===== config.mk =====
export PLATFORM = sky130hd
export DESIGN_NAME = mem_arbiter
export DESIGN_NICKNAME = d
export VERILOG_FILES = /design/src/rtl/mem_arbiter_pkg.sv /design/src/rtl/mem_arb_prio.sv /design/src/rtl/mem_arbiter.sv
export SDC_FILE = /design/constraint.sdc
export NUM_CORES = 1
export LEC_CHECK = 0
export ABC_AREA = 1
export BUFFER_PORTS_ARGS = -buffer_cell sky130_fd_sc_hd__buf_2
export CORE_UTILIZATION = 25
export DETAILED_ROUTE_END_ITERATION = 6
export PLACE_DENSITY = 0.48
export SYNTH_ARGS = -nofsm -noshare
export SYNTH_HDL_FRONTEND = slang
export SYNTH_SLANG_ARGS = --single-unit

===== constraint.sdc =====
create_clock -name clk -period 1.6 [get_ports clk]
set_input_delay 0.16 -clock clk [delete_from_list [all_inputs] [get_ports clk]]
set_output_delay 0.16 -clock clk [all_outputs]
set_load 0.05 [all_outputs]

===== src/rtl/mem_arbiter_pkg.sv =====
// ---------------------------------------------------------------------------
// mem_arbiter_pkg
//   Shared types and constants for the instruction/data SRAM arbiter.
//   - ADDR_W / DATA_W / WEB_W : SRAM word-address, data and byte-enable widths
//   - WEB_READ                : active-low byte enables meaning "read"
//   - resp_owner_e            : which port owns the read response next cycle
//   - is_read()               : classifies a web pattern as a read
// ---------------------------------------------------------------------------
package mem_arbiter_pkg;

    localparam int ADDR_W = 14;
    localparam int DATA_W = 32;
    localparam int WEB_W  = 4;

    localparam logic [WEB_W-1:0] WEB_READ = 4'hF;

    typedef logic [ADDR_W-1:0] addr_t;
    typedef logic [DATA_W-1:0] data_t;
    typedef logic [WEB_W-1:0]  web_t;

    typedef enum logic [1:0] {
        RESP_NONE = 2'd0,
        RESP_IF   = 2'd1,
        RESP_DM   = 2'd2
    } resp_owner_e;

    function automatic logic is_read(input web_t web);
        return web == WEB_READ;
    endfunction

endpackage


===== src/rtl/mem_arb_prio.sv =====
// ---------------------------------------------------------------------------
// mem_arb_prio
//   Grant logic and starvation counter for the two-port SRAM arbiter.
//   DM wins a conflict unless IF has lost STARVE_MAX conflicts in a row,
//   in which case IF is forced through. Grants are combinational.
//
//   Parameter STARVE_MAX : consecutive DM conflict wins before IF is forced
//                          (legal range 1..7, counter is 3 bits)
//   Ports
//     clk, rst_n   : clock, asynchronous active-low reset
//     if_req_i     : instruction-fetch request
//     dm_req_i     : data request
//     if_gnt_o     : IF granted this cycle
//     dm_gnt_o     : DM granted this cycle
// ---------------------------------------------------------------------------
module mem_arb_prio #(
    parameter int unsigned STARVE_MAX = 4
) (
    input  logic clk,
    input  logic rst_n,
    input  logic if_req_i,
    input  logic dm_req_i,
    output logic if_gnt_o,
    output logic dm_gnt_o
);

    localparam logic [2:0] STARVE_LIMIT = 3'(STARVE_MAX);

    logic [2:0] starve_cnt_q;
    logic [2:0] starve_cnt_d;
    logic       if_forced;

    always_comb begin
        if_forced    = (starve_cnt_q == STARVE_LIMIT);
        if_gnt_o     = 1'b0;
        dm_gnt_o     = 1'b0;
        starve_cnt_d = starve_cnt_q;

        // Grants are masked while reset is asserted so they drop immediately.
        if (rst_n) begin
            if (dm_req_i && !(if_req_i && if_forced)) begin
                dm_gnt_o = 1'b1;
            end else if (if_req_i) begin
                if_gnt_o = 1'b1;
            end
        end

        // The counter only tracks an unbroken run of IF losses.
        if (!if_req_i || if_gnt_o) begin
            starve_cnt_d = 3'd0;
        end else if (dm_gnt_o && (starve_cnt_q < STARVE_LIMIT)) begin
            starve_cnt_d = starve_cnt_q + 3'd1;
        end
    end

    always_ff @(posedge clk or negedge rst_n) begin
        if (!rst_n) begin
            starve_cnt_q <= 3'd0;
        end else begin
            starve_cnt_q <= starve_cnt_d;
        end
    end

endmodule


===== src/rtl/mem_arbiter.sv =====
// ---------------------------------------------------------------------------
// mem_arbiter
//   Arbitrates one single-port SRAM between an instruction-fetch port (IF,
//   read only) and a data port (DM, read/write). One grant per cycle, grants
//   combinational, read data returns exactly one cycle after the grant.
//
//   Optional feature: define MEM_ARB_PERF_EN to add saturating performance
//   counters perf_conflict_cnt and perf_if_stall_cnt.
//
//   Ports
//     clk, rst_n                      : clock, asynchronous active-low reset
//     if_req/if_addr                  : fetch request and word address
//     if_gnt/if_rvalid/if_rdata       : fetch grant, response strobe, data
//     dm_req/dm_web/dm_addr/dm_wdata  : data request, active-low byte enables
//                                       (4'hF = read), address, store data
//     dm_gnt/dm_rvalid/dm_rdata       : data grant, response strobe, data
//     SRAM_CS/OE/WEB/A/DI             : SRAM control, address and write data
//     SRAM_DO                         : SRAM read data (one cycle after address)
//     perf_conflict_cnt               : cycles with both requests high
//     perf_if_stall_cnt               : cycles with if_req high and no if_gnt
// ---------------------------------------------------------------------------
module mem_arbiter
    import mem_arbiter_pkg::*;
#(
    parameter int unsigned STARVE_MAX = 4
) (
    input  logic              clk,
    input  logic              rst_n,
    input  logic              if_req,
    input  logic [ADDR_W-1:0] if_addr,
    output logic              if_gnt,
    output logic              if_rvalid,
    output logic [DATA_W-1:0] if_rdata,
    input  logic              dm_req,
    input  logic [WEB_W-1:0]  dm_web,
    input  logic [ADDR_W-1:0] dm_addr,
    input  logic [DATA_W-1:0] dm_wdata,
    output logic              dm_gnt,
    output logic              dm_rvalid,
    output logic [DATA_W-1:0] dm_rdata,
    output logic              SRAM_CS,
    output logic              SRAM_OE,
    output logic [WEB_W-1:0]  SRAM_WEB,
    output logic [ADDR_W-1:0] SRAM_A,
    output logic [DATA_W-1:0] SRAM_DI,
    input  logic [DATA_W-1:0] SRAM_DO
`ifdef MEM_ARB_PERF_EN
    ,
    output logic [31:0]       perf_conflict_cnt,
    output logic [31:0]       perf_if_stall_cnt
`endif
);

    addr_t       sram_a_q;
    addr_t       sram_a_d;
    resp_owner_e resp_owner_q;
    resp_owner_e resp_owner_d;
    data_t       if_rdata_q;
    data_t       dm_rdata_q;

    mem_arb_prio #(
        .STARVE_MAX (STARVE_MAX)
    ) u_prio (
        .clk      (clk),
        .rst_n    (rst_n),
        .if_req_i (if_req),
        .dm_req_i (dm_req),
        .if_gnt_o (if_gnt),
        .dm_gnt_o (dm_gnt)
    );

    // SRAM request mux. The address register keeps the last granted address
    // on idle cycles; web/di/oe fall back to their idle values.
    always_comb begin
        SRAM_WEB     = WEB_READ;
        SRAM_OE      = 1'b0;
        SRAM_DI      = '0;
        sram_a_d     = sram_a_q;
        resp_owner_d = RESP_NONE;
        if (if_gnt) begin
            sram_a_d     = if_addr;
            SRAM_OE      = 1'b1;
            resp_owner_d = RESP_IF;
        end else if (dm_gnt) begin
            sram_a_d = dm_addr;
            SRAM_WEB = dm_web;
            SRAM_DI  = dm_wdata;
            // Writes finish in the grant cycle and never produce a response.
            if (is_read(dm_web)) begin
                SRAM_OE      = 1'b1;
                resp_owner_d = RESP_DM;
            end
        end
    end

    assign SRAM_A  = sram_a_d;
    // Chip select follows reset directly so it drops the moment reset asserts.
    assign SRAM_CS = rst_n;

    // Response side: SRAM_DO is forwarded in the response cycle and captured
    // so rdata holds between responses.
    assign if_rvalid = (resp_owner_q == RESP_IF);
    assign dm_rvalid = (resp_owner_q == RESP_DM);
    assign if_rdata  = if_rvalid ? SRAM_DO : if_rdata_q;
    assign dm_rdata  = dm_rvalid ? SRAM_DO : dm_rdata_q;

    // Resetting resp_owner discards any read in flight.
    always_ff @(posedge clk or negedge rst_n) begin
        if (!rst_n) begin
            sram_a_q     <= '0;
            resp_owner_q <= RESP_NONE;
            if_rdata_q   <= '0;
            dm_rdata_q   <= '0;
        end else begin
            sram_a_q     <= sram_a_d;
            resp_owner_q <= resp_owner_d;
            if (if_rvalid) begin
                if_rdata_q <= SRAM_DO;
            end
            if (dm_rvalid) begin
                dm_rdata_q <= SRAM_DO;
            end
        end
    end

`ifdef MEM_ARB_PERF_EN
    logic [31:0] perf_conflict_q;
    logic [31:0] perf_stall_q;

    always_ff @(posedge clk or negedge rst_n) begin
        if (!rst_n) begin
            perf_conflict_q <= '0;
            perf_stall_q    <= '0;
        end else begin
            if (if_req && dm_req && (perf_conflict_q != 32'hFFFF_FFFF)) begin
                perf_conflict_q <= perf_conflict_q + 32'd1;
            end
            if (if_req && !if_gnt && (perf_stall_q != 32'hFFFF_FFFF)) begin
                perf_stall_q <= perf_stall_q + 32'd1;
            end
        end
    end

    assign perf_conflict_cnt = perf_conflict_q;
    assign perf_if_stall_cnt = perf_stall_q;
`endif

endmodule


# After elaboration in Yosys (flattened, before gate mapping)
# Index checks and enable logic that the tools add are counted.
# totals
reg_bits,83
elab_cells,39
out_inout_bits,120
in_bits,100
# classes
addsub,1
n_mux,21
n_eq_ne,4
magnitude_cmp,1
n_reduce_logical,7
# op_table
operator,count
$mux W32,4
$mux W14,2
$mux W1,8
$mux W4,2
$mux W2,3
$mux W3,2
$eq A4 B4 Y1 const B,1
$add A3 B1 Y3 const B,1
$eq A3 B3 Y1 const B,1
$logic_and A1 B1 Y1,3
$lt A3 B3 Y1 const B,1
$eq A2 B1 Y1 const B,1
$eq A2 B2 Y1 const B,1
$logic_not A1 Y1,2
$reduce_bool A2 Y1,1
$logic_or A1 B1 Y1,1

# Logic depth before layout (Yosys ltp)
# depth
word_depth,9
ltp_mapped,9
depth_no_buf,8

# Modules after synthesis
# Synthesis repeated with hierarchy kept, for this count alone.
# hier_totals
hier_cells,475
hier_area_um2,3809.9
# by_module_without_submodules
module,seq_area_each_um2,area_each_um2,cells_per_inst,instances
mem_arbiter,2001.9,3597.2,446,1
mem_arb_prio,75.1,212.7,29,1

# Worst setup path before layout
# Ideal clock, no wire load.
# synth_path
path_type,register to register
startpoint,register resp_owner_q[1]
endpoint,register if_rdata_q[0]
path_stages_with_launch,5
t_arrival_ps,2615
period_less_slack_ps,2863
n_path_buf,1
path_slack_ps,-1263
setup_time_ps,249
required_time_ps,1351
cell_sequence,dfrtp_1 nor2_1 inv_2 buf_2 o21ai_0
# synth_between
elab_chain_len,2
# synth_lines
item,line,text
from (decl),mem_arbiter.sv:56,resp_owner_e resp_owner_q;
from (signal assigned),mem_arbiter.sv:116,resp_owner_q <= resp_owner_d;
$eq A2 B1 Y1,mem_arbiter.sv:102,assign if_rvalid = (resp_owner_q == RESP_IF);
net if_rvalid,mem_arbiter.sv:32,"output logic if_rvalid,"
$mux W32,-,
net if_rdata[0],mem_arbiter.sv:33,"output logic [DATA_W-1:0] if_rdata,"
to (signal assigned),mem_arbiter.sv:112,if_rdata_q <= '0;
to (signal assigned),mem_arbiter.sv:118,if_rdata_q <= SRAM_DO;
to (decl),mem_arbiter.sv:58,data_t if_rdata_q;
# The timed path passes the listed nets, and every way through them passes these cells.
# A chain may end at the register's enable or synchronous reset.

# Worst setup path after layout
# layout_path
startpoint,register u_prio.starve_cnt_q[0]
endpoint,output port SRAM_DI[4]
# layout_between
elab_chain_len,8
elab_cells_between_ends,10
classes_between,eq/ne (1); mux (6); reduce/logical (3)
# layout_lines
item,line,text
from (decl),mem_arb_prio.sv:29,logic [2:0] starve_cnt_q;
from (signal assigned),mem_arb_prio.sv:60,starve_cnt_q <= starve_cnt_d;
$eq A3 B3 Y1 *,mem_arb_prio.sv:34,if_forced = (starve_cnt_q == STARVE_LIMIT);
$logic_and A1 B1 Y1 *,mem_arb_prio.sv:41,if (dm_req_i && !(if_req_i && if_forced)) begin
$logic_not A1 Y1 *,mem_arb_prio.sv:41,
$logic_and A1 B1 Y1 *,mem_arb_prio.sv:41,
$mux W1,mem_arb_prio.sv:41,
$mux W1,mem_arb_prio.sv:40,if (rst_n) begin
$mux W32,mem_arbiter.sv:84,end else if (dm_gnt) begin
$mux W32 *,mem_arbiter.sv:80,if (if_gnt) begin
to (decl),mem_arbiter.sv:45,"output logic [DATA_W-1:0] SRAM_DI,"
# Every way passes the cells marked *; elsewhere a longest branch is shown, timed or not.

==> results.cfg <==
[synthesis]
synthDistinctLibCells = 23
synthesis.area_um2 = 3760
synth_edf_count = 0
ys_async_sr_fraction_pct = 100
ys_ff_latch = 83
synth.area.top_cells = dfrtp_1 55%, nand2_1 11%, inv_1 9.9%
synthTopCellsByCount = 113 x nand2_1, 99 x inv_1, 83 x dfrtp_1
yosysTopAreaCell = dfrtp_1
ys.flop_type = dfrtp_1
synth_nets = 568
synth_cells = 466
ys_seq_area_share_pct = 55.2
yosysMostFrequentCell = nand2_1
synth_top_area_share_pct = 55.2
avgSynthCellArea_um2 = 8.08
yosys_warnings = 0

[sta]
slew_violations = 0
holdWs_ns = 0.0782
max_freq_ghz = 0.523
fin_crit_ns = 1.91
tightestPinTransition_ns = 0.344
setup_viol = 118
rsz0062_at_grt = yes
hold_violations = 0
slew_headroom_pct = 77.0
period_share_pct = 119
skew_ns = 0.00493
layout_setup_ws_ns = -0.312

[placed_design]
placed_cells = 867
hpwl_um = 8180
port_buffers = 219
gp_congestion = 0.747

[clocking]
cts_max_level = 3
cts-root-buf = clkbuf_16
clk_latency_ns = 0.35
path_clk_slew_ns = 0.06
cts_buffers = 9
clock_sinks = 83
cts_buffer_depth = 2
cts_tree = built

[floorplanning]
core_area_um2 = 14600
die_w_um = 125
dieArea_um2 = 15500
start_util_pct = 25.8
rows = 44
die_h_um = 125
io_pins = 220

[routing]
routed-via-count = 4287
route.detailed.drc = 0
via_per_inst = 4.45
dr.pass1.iters = 4
antenna_left = 0
wl_um = 15300
post_drt_wl_per_cell_um = 15.8
first_iter_violations = 110

[global_route]
overflow = 0
grt_pass1_wl_um = 22900
grt_util_all_layers_pct = 18.7
grt_pass1_vias = 4483
grt_max_degree = 55
antenna_found_initial = 0

[finish]
fin_nets = 878
n_antenna_cell = 0
layout-drive-gt1-share_pct = 68.6
fill_cells = 1121
instances_no_fill = 964
areaGrowthSynthToFinish_pct = 139

[setup_path]
crit_arrival_ns = 1.75
startpoint = u_prio.starve_cnt_q[0]
rr_startpoint = u_prio.starve_cnt_q[0]
critPathLaunchType = flip-flop
crit_type = reg2out
required_ns = 1.44
crit_path_end_kind = output port
path_max_fanout = 13
ff2ff_setup_slack_ns = 0.15
r2r-end = sram_a_q[5]
r2r_cells = 9

[outcome]
status = finished with violations
violations = negative setup slack

[worst_hold_path]
min_to = sram_a_q[6]
min_from = if_addr[6]
hp-class = in2reg
holdPathStages = 3

[pwr]
ir_drop_mv = 0.490
power_uw = 10100
power.leakage_uw = 0.00450
powerDensity_nw_per_um2 = 1130

[job]
cap_viol_max_count = 0
-- cell type report --
type	count	area (µm²)	area share [%]
Timing Repair Buffer	325	3300	36.6
Clock buffer	11	253	2.80
Inverter	101	402	4.46
Clock inverter	4	97.6	1.08
Multi-Input combinational cell	256	2650	29.4
Sequential cell	83	2080	23.1
Tap cell	184	230	2.55
-- worst max-delay path by stage --
stage	endpoint	slack [ns]	depth (start not counted)
floorplan	dm_rdata_q[22]	-0.42	4
global placement	SRAM_A[12]	-0.09	9
detailed placement	SRAM_A[12]	-0.14	9
CTS	SRAM_DI[14]	-0.34	8
global route	SRAM_OE	-0.40	8
finish	SRAM_DI[4]	-0.31	8
-- power by group --
part | leakage (µW) | internal [µW] | switching, µW
logic | 0.00335 | 2020 | 2920
clock network | 0.000168 | 1600 | 862
registers | 0.000980 | 2490 | 238
total | 0.00450 | 6120 | 4020
-- registers in the layout (all words and copies together), names as in the netlist --
| signal | flops |
|---|---|
| dm_rdata_q | 32 |
| resp_owner_q | 2 |
| u_prio.starve_cnt_q | 3 |
| if_rdata_q | 32 |
| sram_a_q | 14 |
-- critical path, stage by stage, from the launching register on --
cell	delay, ns
dfrtp_1	0.37
inv_2	0.06
ha_4	0.16
nand3_4	0.11
nand3_4	0.11
buf_12	0.17
clkbuf_16	0.18
nor2_4	0.09
buf_6	0.16
-- cell families after synthesis --
kind of cell	share of synthesized area, %
and+or+nand+nor	21.2
DFF	55.2
adders and majority gates	0.665
AOI/OAI and AO/OA	9.08
buffers and inverters	13.9
-- placed cells by master (no fill, tap or decap), types with 4 or more instances in the layout --
cell | Yosys | final
buf_12 | 0 | 22
buf_16 | 0 | 6
buf_2 | 14 | 99
buf_4 | 5 | 58
buf_6 | 1 | 100
buf_8 | 0 | 32
clkbuf_16 | 0 | 14
dfrtp_1 | 83 | 82
inv_1 | 99 | 95
nand2_1 | 113 | 42
nand2_2 | 1 | 21
nand2_4 | 1 | 50
nand3_2 | 1 | 12
nand3_4 | 1 | 4
nand4_1 | 15 | 15
nor2_4 | 0 | 33
o21ai_2 | 0 | 7
o21ai_4 | 0 | 58
-- metrics by stage --
step | cell area, µm² | setup WS, ns | setup TNS [ns] | utilization (%)
floorplan | 4300 | -0.419 | -31.55 | -
global placement | 5800 | -0.0908 | -2.89 | 39.7
detailed placement | 5800 | -0.139 | -4.21 | 39.7
CTS | 8270 | -0.344 | -28.28 | 56.7
global route | 9010 | -0.397 | -34.21 | 61.8
finish | 9010 | -0.312 | -25.69 | 61.8
-- repair_timing --
item / in CTS / in global routing
setup buffers: 36 / 35
endpoints found under the setup margin: 118 / 118
hold buffers: 3 / 0
hold endpoints to repair: 12 / 0
pin swaps: 2 / 17
gates cloned: 11 / 5
gates resized for setup: 408 / 121
-- metal layers --
metal	global-route usage, %	vias up	part of all wire (%)
met1	22.3	2064	40
met2	32.8	166	52
met3	4.77	22	5.6
met5	0	-	0
li1	-	2035	-
met4	5.95	0	2.0
(Power assumes the default switching activity.)
